--- src/rtl/servo_pwm_driver.sv ---
// Servo PWM generator: 1 us tick prescaler, frame counter and IDLE/HIGH/LOW FSM.
// Optional slew limiting of active_cmd is compiled in with `define SERVO_SLEW_LIMIT_EN.
module servo_pwm_driver #(
   parameter int unsigned TICK_DIV     = 65,
   parameter int unsigned FRAME_US     = 20000,
   parameter int unsigned MIN_PULSE_US = 1000,
   parameter int unsigned PULSE_SHIFT  = 2,
   parameter int unsigned SLEW_STEP    = 64
) (
   input  logic        clock,
   input  logic        reset_n,
   input  logic [11:0] command,
   input  logic        i_val,
   output logic        pwm_out,
   output logic        frame_start,
   output logic [11:0] active_cmd,
   output logic        armed
);

   localparam int unsigned  PW         = (TICK_DIV > 1) ? $clog2(TICK_DIV) : 1;
   localparam logic [PW-1:0] TICK_LAST = PW'(TICK_DIV - 1);
   localparam logic [15:0]  FRAME_LAST = 16'(FRAME_US - 1);
   localparam logic [15:0]  MIN_W      = 16'(MIN_PULSE_US);

   typedef enum logic [1:0] {
      IDLE,
      HIGH,
      LOW
   } state_t;

   state_t        state_q;
   logic [PW-1:0] presc_q, presc_d;
   logic          tick;
   logic [15:0]   frame_q;
   logic [15:0]   frame_inc;
   logic [15:0]   width;
   logic [11:0]   pend_q;
   logic          pend_valid_q;
   logic [11:0]   active_q;
   logic [11:0]   active_d;
   logic          pend_keep;
   logic          pwm_q;
   logic          fstart_q;
   logic          armed_q;

   assign tick      = (presc_q == TICK_LAST);
   assign frame_inc = frame_q + 16'd1;
   assign width     = MIN_W + (16'(active_q) >> PULSE_SHIFT);

   always_comb begin
      presc_d = tick ? '0 : presc_q + 1'b1;
   end

`ifdef SERVO_SLEW_LIMIT_EN
   localparam logic [11:0] STEP = (SLEW_STEP > 4095) ? 12'd4095 : 12'(SLEW_STEP);

   // The first load out of IDLE is direct; later loads move at most STEP and keep the target pending.
   always_comb begin
      active_d  = pend_q;
      pend_keep = 1'b0;
      if (state_q != IDLE) begin
         if (pend_q > active_q) begin
            if ((pend_q - active_q) > STEP) begin
               active_d  = active_q + STEP;
               pend_keep = 1'b1;
            end
         end else if ((active_q - pend_q) > STEP) begin
            active_d  = active_q - STEP;
            pend_keep = 1'b1;
         end
      end
   end
`else
   always_comb begin
      active_d  = pend_q;
      pend_keep = 1'b0;
   end
`endif

   always_ff @(posedge clock or negedge reset_n) begin
      if (!reset_n) begin
         state_q      <= IDLE;
         presc_q      <= '0;
         frame_q      <= '0;
         pend_q       <= '0;
         pend_valid_q <= 1'b0;
         active_q     <= '0;
         pwm_q        <= 1'b0;
         fstart_q     <= 1'b0;
         armed_q      <= 1'b0;
      end else begin
         presc_q  <= presc_d;
         fstart_q <= 1'b0;
         if (i_val) begin
            pend_q       <= command;
            pend_valid_q <= 1'b1;
            armed_q      <= 1'b1;
         end
         // A strobe in the load cycle itself stays pending for the following frame.
         if (tick) begin
            unique case (state_q)
               IDLE: begin
                  if (pend_valid_q) begin
                     state_q  <= HIGH;
                     frame_q  <= '0;
                     pwm_q    <= 1'b1;
                     fstart_q <= 1'b1;
                     active_q <= active_d;
                     if (!i_val) pend_valid_q <= 1'b0;
                  end
               end
               HIGH: begin
                  frame_q <= frame_inc;
                  if (frame_inc >= width) begin
                     state_q <= LOW;
                     pwm_q   <= 1'b0;
                  end
               end
               LOW: begin
                  if (frame_q == FRAME_LAST) begin
                     state_q  <= HIGH;
                     frame_q  <= '0;
                     pwm_q    <= 1'b1;
                     fstart_q <= 1'b1;
                     if (pend_valid_q) begin
                        active_q <= active_d;
                        if (!i_val && !pend_keep) pend_valid_q <= 1'b0;
                     end
                  end else begin
                     frame_q <= frame_inc;
                  end
               end
               default: begin
                  state_q <= IDLE;
                  pwm_q   <= 1'b0;
               end
            endcase
         end
      end
   end

   assign pwm_out     = pwm_q;
   assign frame_start = fstart_q;
   assign active_cmd  = active_q;
   assign armed       = armed_q;

endmodule

--- config.mk ---
export PLATFORM = sky130hd
export DESIGN_NAME = servo_pwm_driver
export DESIGN_NICKNAME = d
export VERILOG_FILES = /design/src/rtl/servo_pwm_driver.sv
export SDC_FILE = /design/constraint.sdc
export NUM_CORES = 1
export LEC_CHECK = 0
export ABC_CLOCK_PERIOD_IN_PS = 4500
export CORE_MARGIN = 2
export CORE_UTILIZATION = 40
export CTS_CLUSTER_DIAMETER = 200
export CTS_CLUSTER_SIZE = 14
export DETAILED_ROUTE_END_ITERATION = 6
export GPL_ROUTABILITY_DRIVEN = 0
export GPL_TIMING_DRIVEN = 1
export PLACE_DENSITY_LB_ADDON = 0.25
export SLEW_MARGIN = 25
export SYNTH_ARGS = -nofsm -noshare
export SYNTH_HDL_FRONTEND = slang
export SYNTH_SLANG_ARGS = --single-unit
--- constraint.sdc ---
create_clock -name clock -period 4.5 [get_ports clock]
set_input_delay 1.35 -clock clock [delete_from_list [all_inputs] [get_ports clock]]
set_output_delay 1.35 -clock clock [all_outputs]
set_load 0.005 [all_outputs]
==> PnR_summary.wiki, run 1 <==
{| class="wikitable"
! Metric !! Value
|-
| Status || finished clean
|-
| Via-to-Cell Ratio || 5.17
|-
| Final worst path period need || 2.98 ns
|-
| Top cells by area, synth || sky130_fd_sc_hd__dfrtp_1 (44%), sky130_fd_sc_hd__mux2_2 (9.0%), sky130_fd_sc_hd__ha_1 (8.4%), sky130_fd_sc_hd__xnor2_1 (5.0%), sky130_fd_sc_hd__o21ai_0 (1.8%)
|-
| Netlist area before placement || 0.00299 mm2
|-
| Total wire length || 5.68 mm
|-
| Pins over their slew limit || 0
|-
| Area of all placed cells without fillers || 0.00346 mm2
|-
| Via count of the first global-routing pass || 2052
|-
| Die Y || 90.5 um
|-
| Detail-routed net length per standard cell || 14.7 um
|-
| Number of buffers between clock root and the deepest sink || 2
|-
| Startpoint of the lowest-slack register-to-register path || frame_q[0]
|-
| Worst supply voltage drop on vdd || 0.000159 V
|-
| Leakage power of the design || 0.00160 uW
|-
| FF+latch count, synth || 53
|-
| Synth Net Count || 295
|-
| Portion of total power attributed to sequential cells || 56.5%
|-
| Final setup violating endpoints || 0
|-
| GRT Util Overall || 14.9%
|-
| FF+latch area || 0.00133 mm2
|-
| Number of warnings issued by yosys || 0
|-
| Clk root buf || sky130_fd_sc_hd__clkbuf_8
|-
| Worst Path Max Fanout || 6
|-
| Diodes inserted || 0
|-
| Kind of cell with the highest combined delay on the critical path || compound AO/OA/AOI/OAI gates
|-
| Final setup skew || 0.00525 ns
|-
| Combinational group share of total power || 4.1%
|-
| Capturing element type of the critical path || flip-flop
|-
| Die area || 0.00818 mm2
|-
| Area of combinational cells with multiple inputs || 0.00156 mm2
|-
| CTS tree || yes
|-
| Post-layout net count || 322
|-
| Instance area after placement || 0.00335 mm2
|-
| Wire length of the first global-routing pass || 9.98 mm
|-
| Violation count after the first detailed-routing iteration || 80
|-
| Clock sink count || 53
|-
| Post_cts resized || 0
|-
| Hold-critical path endpoint || armed
|-
| Vias post-DR || 2002
|-
| Headroom to the max-slew limit || 55.3%
|-
| Final hold vios || 0
|-
| Number of antenna violations at the first check in global routing || 0
|-
| Post-Synthesis Cells || 260
|-
| RSZ-0062 raised after global routing || false
|-
| Area share of the largest cell type after synthesis || 44.4%
|-
| Proportion of layout cells with a drive suffix above 1 || 17.4%
|-
| Total DRC errors in the routed layout || 0
|-
| Arrival time of the worst setup path || 3.18 ns
|-
| Mapped Avg Cell Area || 11.5 um2
|-
| Overall power || 869 uW
|-
| Row count || 31
|-
| Core area || 0.00725 mm2
|-
| Final worst-path cycle share || 66.2%
|-
| Area delta synth->final || 15.9%
|-
| HP Class || reg2reg
|-
| Hold path startpoint || armed
|-
| Sw Share || 22.0%
|-
| Most used standard cells in the synthesized netlist || sky130_fd_sc_hd__dfrtp_1 (53), sky130_fd_sc_hd__mux2_2 (24), sky130_fd_sc_hd__ha_1 (20)
|-
| Cells along the critical path || ha_1 -> and4_1 -> nand2_1 -> xnor2_1 -> ha_1 -> a21o_1 -> a2111oi_0 -> o21ai_0 -> o211ai_1 -> a211oi_2 -> mux2_1
|-
| Starting density of the core || 41.2%
|-
| Final total negative setup slack || 0 ns
|-
| CP max stage delay || 0.44 ns
|-
| Setup slack on the worst flop-to-flop path || 1.52 ns
|-
| Critical path origin || frame_q[0]
|-
| Type of the worst setup path || reg2reg
|-
| Register area share after synthesis || 44.4%
|-
| Hold slack || 0.482 ns
|-
| Number of enable-type register cells in the synthesized netlist || 0
|-
| Count of buffer and inverter cells on the critical path || 0
|-
| Switching power summed over all nets || 191 uW
|-
| Number of stages on the worst hold path || 1
|-
| Fill cells || 673
|-
| Largest net degree at the start of global routing || 32
|-
| Most numerous cell in the Yosys netlist || sky130_fd_sc_hd__dfrtp_1
|-
| MaxCap Viol Count || 0
|-
| Internal cell power || 678 uW
|-
| Clock-pin slew of the registers on the worst-case setup and hold paths || 0.11 ns
|-
| Power density of the placed cells || 251 mW/mm2
|-
| Boundary Pins || 30
|-
| Cell repeated most along the worst path || sky130_fd_sc_hd__ha_1
|-
| Slew of the pin with the lowest slew margin || 0.668 ns
|-
| Cts bufs inserted || 5
|-
| Cell at the slowest stage of the critical path || sky130_fd_sc_hd__dfrtp_1
|-
| Fmax || 336 MHz
|-
| Total of buffers placed on input and output ports || 29
|-
| Cell accounting for the most synthesized area || sky130_fd_sc_hd__dfrtp_1
|-
| Antenna-violating nets left || 0
|-
| Distinct cell type count after synthesis || 55
|-
| H-tree depth reported by CTS || 2
|-
| Number of iterations in the first detailed-routing pass || 4
|-
| Insertion delay to the later sink of the worst-skew pair || 0.31 ns
|-
| Number of cells on the worst reg-to-reg path || 11
|-
| Clock network fraction of total power || 39.4%
|-
| Post-CTS Setup Inserts || 0
|-
| Hold buffers post-CTS || 0
|-
| Detailed placement HPWL || 4.21 mm
|-
| Most common flop cell mapped by yosys || sky130_fd_sc_hd__dfrtp_1
|-
| CP Launch Type || flip-flop
|-
| Gr ovfl total || 0
|-
| Floorplan die width || 90.5 um
|-
| Critical R2R Capture || state_q[1]
|-
| Post-synth ARST share || 100%
|-
| Data required time of the critical path || 4.70 ns
|}
==> sequential cells by signal, summed over array words and instances (netlist names) <==
signal,cells
frame_q,16
active_cmd,12
active_d,12
presc_q,7
state_q,2
armed,1
frame_start,1
pend_valid_q,1
pwm_out,1
==> power groups by stage <==
stage | sequential, uW | combinational, uW | clock, uW
2_1_floorplan | 500 | 12.7 | 0
3_3_place_gp | 501 | 36.0 | 0
3_5_place_dp | 501 | 36.6 | 0
4_1_cts | 492 | 36.7 | 360
5_1_grt | 493 | 39.8 | 376
6_report | 491 | 35.2 | 343
==> worst max-delay path by stage <==
stage            endpoint  slack (ns)  cells after the start
3_5_place_dp   state_q[1]        1.54                     11
2_1_floorplan     pwm_out        1.81                     11
4_1_cts        state_q[1]        1.50                     11
5_1_grt           pwm_out        1.28                     11
6_report       state_q[1]        1.52                     11
3_3_place_gp      pwm_out        1.63                     11
==> cells in the final DEF, fill, tap and decap left out, types with 2 or more instances in the layout <==
cell type,n
sky130_fd_sc_hd__nand2b_1,4
sky130_fd_sc_hd__and3_1,3
sky130_fd_sc_hd__o21a_1,2
sky130_fd_sc_hd__o21ai_1,6
sky130_fd_sc_hd__xnor2_1,17
sky130_fd_sc_hd__o21ai_0,11
sky130_fd_sc_hd__nand4_1,4
sky130_fd_sc_hd__a211oi_1,2
sky130_fd_sc_hd__dfrtp_1,53
sky130_fd_sc_hd__or2b_1,2
sky130_fd_sc_hd__clkbuf_8,5
sky130_fd_sc_hd__or2_2,2
sky130_fd_sc_hd__mux2_2,24
sky130_fd_sc_hd__xor2_1,6
sky130_fd_sc_hd__o31ai_1,2
sky130_fd_sc_hd__o211ai_1,3
sky130_fd_sc_hd__a22o_1,5
sky130_fd_sc_hd__nand2_1,14
sky130_fd_sc_hd__a2111oi_0,2
sky130_fd_sc_hd__nor4b_1,2
sky130_fd_sc_hd__a21o_1,2
sky130_fd_sc_hd__ha_1,20
sky130_fd_sc_hd__clkdlybuf4s50_1,28
sky130_fd_sc_hd__inv_1,11
sky130_fd_sc_hd__nor2_1,11
sky130_fd_sc_hd__mux2i_1,2
sky130_fd_sc_hd__nor4_4,2
sky130_fd_sc_hd__mux2_1,2
sky130_fd_sc_hd__a211oi_2,2
sky130_fd_sc_hd__nand3_1,10
==> kinds of logic (layout without fill, tap and decap cells) <==
logic type                 after synthesis  count (layout)  synth area share [%]
muxes                                   28              28                  10.5
and+or+nand+nor                         70              70                  15.2
adders and majority gates               20              20                  8.37
AOI/OAI and AO/OA                       45              45                  11.5
xor gates and xnor gates                23              23                  6.74
buffers and inverters                   21              49                  3.43
DFF                                     53              53                  44.4
==> layer usage <==
metal | global-route usage, % | vias to the layer above | wire length, um
li1 | - | 986 | -
met1 | 21.5 | 965 | 2810
met2 | 22.1 | 46 | 2490
met3 | 4.42 | 5 | 332
met4 | 3.46 | 0 | 48
met5 | 0 | - | 0
==> stage by stage <==
step	instances	setup WS (ns)	utilization [%]
2_1_floorplan	260	1.81	-
3_3_place_gp	379	1.63	46.1
3_5_place_dp	379	1.54	46.1
4_1_cts	387	1.50	47.8
5_1_grt	387	1.28	47.8
6_report	387	1.52	47.8
==> worst register-to-register path: stages (launching register included) <==
cell and delay (ns):
sky130_fd_sc_hd__dfrtp_1 0.44, sky130_fd_sc_hd__ha_1 0.29, sky130_fd_sc_hd__and4_1 0.28, sky130_fd_sc_hd__nand2_1 0.08, sky130_fd_sc_hd__xnor2_1 0.23, sky130_fd_sc_hd__ha_1 0.29
sky130_fd_sc_hd__a21o_1 0.18, sky130_fd_sc_hd__a2111oi_0 0.34, sky130_fd_sc_hd__o21ai_0 0.14, sky130_fd_sc_hd__o211ai_1 0.14, sky130_fd_sc_hd__a211oi_2 0.14, sky130_fd_sc_hd__mux2_1 0.32
==> layout make-up <==
class | instances | area share, %
Clock inverter | 3 | 1.44
Clock buffer | 5 | 1.99
Timing Repair Buffer | 30 | 8.45
Inverter | 11 | 1.19
Multi-Input combinational cell | 186 | 45.1
Tap cell | 99 | 3.58
Sequential cell | 53 | 38.3
Power figures use the tool's default switching activity.
==> run 2: changes to the inputs <==
--- a/config.mk
+++ b/config.mk
@@ -5,7 +5,7 @@
 export SDC_FILE = /design/constraint.sdc
 export NUM_CORES = 1
 export LEC_CHECK = 0
-export ABC_CLOCK_PERIOD_IN_PS = 4500
+export ABC_CLOCK_PERIOD_IN_PS = 2460
 export CORE_MARGIN = 2
 export CORE_UTILIZATION = 40
 export CTS_CLUSTER_DIAMETER = 200
==> constraint.sdc (replaced) <==
create_clock -name clock -period 2.46 [get_ports clock]
set_input_delay 0.738 -clock clock [delete_from_list [all_inputs] [get_ports clock]]
set_output_delay 0.738 -clock clock [all_outputs]
set_load 0.005 [all_outputs]
==> run 2 against run 1 <==
  * The flow now finishes with violations (setup timing)
  * Via count up 8.0%
  * Worst setup slack worse by 1.6 ns
  * Clock power is 83% higher
  * Sequential share of layout area decreased by 4.1 points
  * Critical path type unchanged
  * Utilization up 5.7 points
  * Register-to-register slack got worse by 1.6 ns
  * Highest routed layer unchanged
  * Cell area rose by 12%
  * Sequential power is 83% higher
==> PnR_summary.wiki, run 2 (same netlist as run 1, synthesis figures left out) <==
{| class="wikitable"
! Metric !! Value
|-
| Status || finished with violations
|-
| Violated checks || setup timing
|-
| Via-to-Cell Ratio || 5.05 (-2.4%)
|-
| Final setup violating endpoints || 3 (+3)
|-
| Data required time of the critical path || 2.67 ns (-2.03 ns)
|-
| Final setup skew || 0.00683 ns (+0.00158 ns)
|-
| Critical R2R Capture || state_q[1]
|-
| Starting density of the core || 41.2% (unchanged)
|-
| CTS tree || yes
|-
| Total of buffers placed on input and output ports || 29 (unchanged)
|-
| Arrival time of the worst setup path || 2.80 ns (-0.38 ns)
|-
| Die Y || 90.5 um (unchanged)
|-
| Fmax || 386 MHz (+15%)
|-
| GRT Util Overall || 16.2% (+1.3 points)
|-
| Instance area after placement || 0.00363 mm2 (+8.4%)
|-
| Vias post-DR || 2162 (+8.0%)
|-
| Capturing element type of the critical path || flip-flop
|-
| MaxCap Viol Count || 0 (unchanged)
|-
| Post-layout net count || 363 (+13%)
|-
| Min setup slack post-route || -0.129 ns (-1.65 ns)
|-
| Clock-pin slew of the registers on the worst-case setup and hold paths || 0.11 ns (about the same)
|-
| Core area || 0.00725 mm2 (unchanged)
|-
| Diodes inserted || 0 (unchanged)
|-
| Detailed placement HPWL || 4.48 mm (+6.4%)
|-
| Total DRC errors in the routed layout || 0 (unchanged)
|-
| RSZ-0062 raised after global routing || true
|-
| H-tree depth reported by CTS || 2 (unchanged)
|-
| Number of cells on the worst reg-to-reg path || 11 (unchanged)
|-
| Area delta synth->final || 29.6%
|-
| Worst Path Max Fanout || 3 (-3)
|-
| Headroom to the max-slew limit || 63.8% (+8.4 points)
|-
| Leakage power of the design || 0.00183 uW (+15%)
|-
| Via count of the first global-routing pass || 2227 (+8.5%)
|-
| Violation count after the first detailed-routing iteration || 72 (-10%)
|-
| Pins over their slew limit || 0 (unchanged)
|-
| Proportion of layout cells with a drive suffix above 1 || 31.3% (+14 points)
|-
| HP Class || in2async
|-
| Die area || 0.00818 mm2 (unchanged)
|-
| Slew of the pin with the lowest slew margin || 0.544 ns (-0.124 ns)
|-
| Setup Slack @ Placement || -0.233 ns (-1.77 ns)
|-
| Wire length of the first global-routing pass || 10.8 mm (+7.9%)
|-
| Antenna-violating nets left || 0 (unchanged)
|-
| Startpoint of the lowest-slack register-to-register path || frame_q[1]
|-
| Clock sink count || 53 (unchanged)
|-
| Total wire length || 6.22 mm (+9.6%)
|-
| Detail-routed net length per standard cell || 14.5 um (-0.88%)
|-
| Final total negative setup slack || -0.313 ns (-0.313 ns)
|-
| Area of all placed cells without fillers || 0.00388 mm2 (+12%)
|-
| Number of antenna violations at the first check in global routing || 0 (unchanged)
|-
| Insertion delay to the later sink of the worst-skew pair || 0.32 ns (about the same)
|-
| Number of buffers between clock root and the deepest sink || 2 (unchanged)
|-
| Final worst-path cycle share || 105% (+39 points)
|-
| Power density of the placed cells || 412 mW/mm2 (+64%)
|-
| Hold buffers post-CTS || 0 (unchanged)
|-
| Boundary Pins || 30 (unchanged)
|-
| Register with the highest flop count || frame_q
|-
| Gr ovfl total || 0 (unchanged)
|-
| Setup slack on the worst flop-to-flop path || -0.13 ns (-1.65 ns)
|-
| Final worst path period need || 2.59 ns (-0.391 ns)
|-
| Commonest cells after routing, fill and taps aside || sky130_fd_sc_hd__dfrtp_1 (53), sky130_fd_sc_hd__buf_4 (40), sky130_fd_sc_hd__clkdlybuf4s50_1 (28)
|-
| Instance count after placement with tap cells included || 413 (+9.0%)
|-
| Final hold vios || 0 (unchanged)
|-
| Max FFs per register || 16 (unchanged)
|-
| Worst supply voltage drop on vdd || 0.000386 V (+140%)
|-
| Largest net degree at the start of global routing || 37 (+16%)
|-
| Overall power || 1600 uW (+84%)
|-
| Cts bufs inserted || 5 (unchanged)
|-
| Clk root buf || sky130_fd_sc_hd__clkbuf_8
|-
| Row count || 31 (unchanged)
|-
| CP Launch Type || flip-flop
|-
| Non-filler instance count after layout || 428 (+11%)
|-
| Floorplan die width || 90.5 um (unchanged)
|-
| Number of iterations in the first detailed-routing pass || 4 (unchanged)
|-
| Most common cell after layout, fill and taps aside || sky130_fd_sc_hd__dfrtp_1
|-
| Type of the worst setup path || reg2reg
|}
-- run 2: cell count changes in the layout (fill, tap and decap cells not counted), sizes merged --
cell	before	now
buf	2	43
clkinv	1	0
inv	12	13
-- run 2: timing repair --
action,in CTS,in global routing
setup endpoints to repair,3,5
pin swaps,7,7
gates resized for setup,9,6
buffers inserted,4,3
-- run 2: worst max path at each step --
stage	start	end	slack (ns)
3_3_place_gp	active_cmd[10]	pwm_out	-0.15
3_5_place_dp	frame_q[1]	state_q[1]	-0.23
6_report	frame_q[1]	state_q[1]	-0.13
5_1_grt	frame_q[1]	pwm_out	-0.31
2_1_floorplan	frame_q[0]	pwm_out	-0.08
4_1_cts	frame_q[0]	state_q[1]	-0.14
-- run 2: power by group --
group | internal (uW) | switching [uW]
sequential | 890 | 8.99
combinational | 40.1 | 28.2
clock | 311 | 317
total | 1240 | 354
-- run 2: final cells by class --
cell class | instances | area [um2]
sequential | 53 | 1330
inverter | 11 | 41.3
clock inverter | 3 | 47.5
tap | 99 | 124
clock buffer | 5 | 68.8
fill | 646 | 3380
timing repair buffer | 71 | 617
multi-input combinational | 186 | 1650
-- run 2: critical path, cell delays in order, from the launching register on --
cell and delay, ns:
sky130_fd_sc_hd__dfrtp_1 0.40, sky130_fd_sc_hd__ha_4 0.15, sky130_fd_sc_hd__and4_4 0.21, sky130_fd_sc_hd__nand2_1 0.09, sky130_fd_sc_hd__xnor2_2 0.17, sky130_fd_sc_hd__ha_1 0.30
sky130_fd_sc_hd__a21o_1 0.18, sky130_fd_sc_hd__a2111oi_2 0.29, sky130_fd_sc_hd__o21ai_1 0.12, sky130_fd_sc_hd__o211ai_1 0.12, sky130_fd_sc_hd__a211oi_2 0.13, sky130_fd_sc_hd__mux2_1 0.32
-- run 2: stage by stage --
step	util [%]	hold WS (ns)
detailed placement	50.0	0.458
finish	53.4	0.359
floorplan	-	0.442
global placement	50.0	0.451
global route	53.4	0.385
CTS	52.6	0.373
-- run 2: routing by layer --
layer / vias up / wire, um / GRT usage, %
li1: 1069 / - / -
met1: 1049 / 2930 / 21.6
met2: 37 / 2960 / 26.4
met3: 7 / 216 / 3.01
met4: 0 / 120 / 6.03
met5: - / 0 / 0
==> run 3: changes to the inputs <==
--- a/config.mk
+++ b/config.mk
@@ -12,7 +12,7 @@
 export CTS_CLUSTER_SIZE = 14
 export DETAILED_ROUTE_END_ITERATION = 6
 export GPL_ROUTABILITY_DRIVEN = 0
-export GPL_TIMING_DRIVEN = 1
+export GPL_TIMING_DRIVEN = 0
 export PLACE_DENSITY_LB_ADDON = 0.25
 export SLEW_MARGIN = 25
 export SYNTH_ARGS = -nofsm -noshare
==> run 3 against run 2 <==
  * The run still ends with setup timing left
  * Global-route usage shrank 1.3 points
  * Maximum frequency fell by 2.1%
  * Sequential share of layout area grew 1.0 points
  * Non-clock buffer count fell by 18
  * Die area unchanged
  * Via count fell by 2.3%
  * Largest cell class unchanged
==> PnR_summary.wiki, run 3 (same netlist as run 1, synthesis figures left out) <==
{| class="wikitable"
! Metric !! Value
|-
| Setup Slack @ Placement || -0.439 ns (-0.206 ns)
|-
| Pins over their slew limit || 0 (unchanged)
|-
| CTS tree || yes
|-
| Final worst path period need || 2.64 ns (+0.0545 ns)
|-
| FF+latch area || 0.00133 mm2 (+0.57%)
|-
| Number of cells on the worst reg-to-reg path || 11 (unchanged)
|-
| Boundary Pins || 30 (unchanged)
|-
| Core area || 0.00725 mm2 (unchanged)
|-
| Slew of the pin with the lowest slew margin || 0.478 ns (-0.0658 ns)
|-
| Final setup skew || 0.00762 ns (+0.000785 ns)
|-
| Die Y || 90.5 um (unchanged)
|-
| Arrival time of the worst setup path || 2.84 ns (+0.04 ns)
|-
| Cell at the slowest stage of the critical path || sky130_fd_sc_hd__dfrtp_2
|-
| Kind of cell with the highest combined delay on the critical path || compound AO/OA/AOI/OAI gates
|-
| Via-to-Cell Ratio || 5.17 (+2.3%)
|-
| Clock sink count || 53 (unchanged)
|-
| Core utilization of the finished layout || 52.2% (-1.3 points)
|-
| Fill cells || 633 (-2.0%)
|-
| Detailed placement HPWL || 4.16 mm (-7.3%)
|-
| Die area || 0.00818 mm2 (unchanged)
|-
| Total DRC errors in the routed layout || 0 (unchanged)
|-
| Capturing element type of the critical path || flip-flop
|-
| Status || finished with violations
|-
| Headroom to the max-slew limit || 67.3% (+3.6 points)
|-
| Floorplan die width || 90.5 um (unchanged)
|-
| Commonest cells after routing, fill and taps aside || sky130_fd_sc_hd__dfrtp_1 (47), sky130_fd_sc_hd__clkdlybuf4s50_1 (28), sky130_fd_sc_hd__mux2_2 (24)
|-
| Max FFs per register || 16 (unchanged)
|-
| Min setup slack post-route || -0.183 ns (-0.0545 ns)
|-
| Final worst-path cycle share || 107% (+2.2 points)
|-
| Cells along the critical path || ha_4 -> and4_4 -> buf_6 -> nand4_1 -> xnor2_2 -> ha_2 -> a2111oi_2 -> o21ai_1 -> o211ai_1 -> a211oi_2 -> mux2_1
|-
| Number of buffers between clock root and the deepest sink || 2 (unchanged)
|-
| Register with the highest flop count || frame_q
|-
| H-tree depth reported by CTS || 2 (unchanged)
|-
| Clock-pin slew of the registers on the worst-case setup and hold paths || 0.10 ns (about the same)
|-
| Most common cell after layout, fill and taps aside || sky130_fd_sc_hd__dfrtp_1
|-
| Critical R2R Capture || pwm_out
|-
| Largest net degree at the start of global routing || 30 (-19%)
|-
| Post-layout net count || 345 (-5.0%)
|-
| Number of antenna violations at the first check in global routing || 0 (unchanged)
|-
| Power density of the placed cells || 414 mW/mm2 (+0.59%)
|-
| Fmax || 378 MHz (-2.1%)
|-
| Worst Path Max Fanout || 5 (+2)
|-
| Total of buffers placed on input and output ports || 29 (unchanged)
|-
| Startpoint of the lowest-slack register-to-register path || frame_q[0]
|-
| Final setup violating endpoints || 3 (unchanged)
|-
| Violation count after the first detailed-routing iteration || 115 (+60%)
|-
| RSZ-0062 raised after global routing || true
|-
| Total wire length || 5.81 mm (-6.6%)
|-
| CP max stage delay || 0.44 ns (+0.04 ns)
|-
| HP Class || in2async
|-
| Non-filler instance count after layout || 409 (-4.4%)
|-
| Diodes inserted || 0 (unchanged)
|-
| Data required time of the critical path || 2.66 ns (about the same)
|-
| Row count || 31 (unchanged)
|-
| Wire length of the first global-routing pass || 10.1 mm (-6.5%)
|-
| Count of buffer and inverter cells on the critical path || 1 (+1)
|-
| Number of iterations in the first detailed-routing pass || 4 (unchanged)
|-
| Antenna-violating nets left || 0 (unchanged)
|-
| CP Launch Type || flip-flop
|-
| Leakage power of the design || 0.00173 uW (-5.1%)
|-
| Area delta synth->final || 26.5%
|-
| Setup slack on the worst flop-to-flop path || -0.18 ns (-0.05 ns)
|-
| Starting density of the core || 41.2% (unchanged)
|-
| Cts bufs inserted || 5 (unchanged)
|-
| Proportion of layout cells with a drive suffix above 1 || 30.3% (-0.98 points)
|-
| Detail-routed net length per standard cell || 14.2 um (-2.2%)
|-
| Final hold vios || 0 (unchanged)
|-
| Area of combinational cells with multiple inputs || 0.00170 mm2 (+3.2%)
|-
| Type of the worst setup path || reg2reg
|-
| Violated checks || setup timing
|-
| Worst supply voltage drop on vdd || 0.000245 V (-36%)
|-
| Clk root buf || sky130_fd_sc_hd__clkbuf_8
|-
| MaxCap Viol Count || 0 (unchanged)
|-
| Insertion delay to the later sink of the worst-skew pair || 0.31 ns (about the same)
|-
| Gr ovfl total || 0 (unchanged)
|-
| Vias post-DR || 2113 (-2.3%)
|-
| Hold buffers post-CTS || 0 (unchanged)
|-
| Via count of the first global-routing pass || 2089 (-6.2%)
|-
| Instance count after placement with tap cells included || 389 (-5.8%)
|-
| GRT Util Overall || 14.9% (-1.3 points)
|}
run 3: changes by cell type in the layout (fill, tap and decap cells not counted), moves of 2 or more:
cell / change
sky130_fd_sc_hd__dfrtp_2: +6
sky130_fd_sc_hd__ha_1: -2
sky130_fd_sc_hd__buf_4: -26
sky130_fd_sc_hd__buf_2: +5
sky130_fd_sc_hd__buf_6: +2
sky130_fd_sc_hd__dfrtp_1: -6
run 3: what timing repair did:
| action | 4_1_cts | 5_1_grt |
|---|---|---|
| buffers inserted | 8 | 5 |
| setup endpoints to repair | 3 | 3 |
| gates resized for setup | 17 | 14 |
| pin swaps | 7 | 11 |
run 3: cell type report:
cell class                      count  area share [%]
Multi-Input combinational cell    186            45.0
Timing Repair Buffer               43            10.8
Tap cell                           99            3.27
Inverter                           11            1.09
Sequential cell                    53            35.3
Clock buffer                        5            1.82
Clock inverter                      2            1.03
Buffer                             10            1.69
run 3: how the worst max path moves through the flow:
stage | start | end | slack (ns) | depth (start not counted)
2_1_floorplan | frame_q[0] | pwm_out | -0.08 | 11
3_3_place_gp | reset_n | active_cmd[0] | -1.03 | 1
3_5_place_dp | frame_q[0] | pwm_out | -0.44 | 11
4_1_cts | frame_q[0] | pwm_out | -0.24 | 11
5_1_grt | frame_q[0] | pwm_out | -0.32 | 11
6_report | frame_q[0] | pwm_out | -0.18 | 11
run 3: metal layers:
metal	wire length [um]	GRT usage [%]
met1	2820	21.3
met2	2790	23.4
met3	154	2.59
met4	53	3.85
met5	0	0
run 3: power breakdown:
group | internal, uW | switching (uW)
sequential | 890 | 8.43
combinational | 39.9 | 27.7
clock | 302 | 298
total | 1230 | 335
run 3: stage by stage:
stage | hold WS (ns) | setup TNS, ns | instance area, um2 | total power (uW)
6_report | 0.317 | -0.481 | 3780 | 1570
5_1_grt | 0.337 | -0.888 | 3780 | 1630
4_1_cts | 0.331 | -0.655 | 3670 | 1580
3_5_place_dp | 0.449 | -1.14 | 3430 | 987
3_3_place_gp | 0.452 | -55.58 | 3420 | 982
2_1_floorplan | 0.442 | -0.164 | 3000 | 937
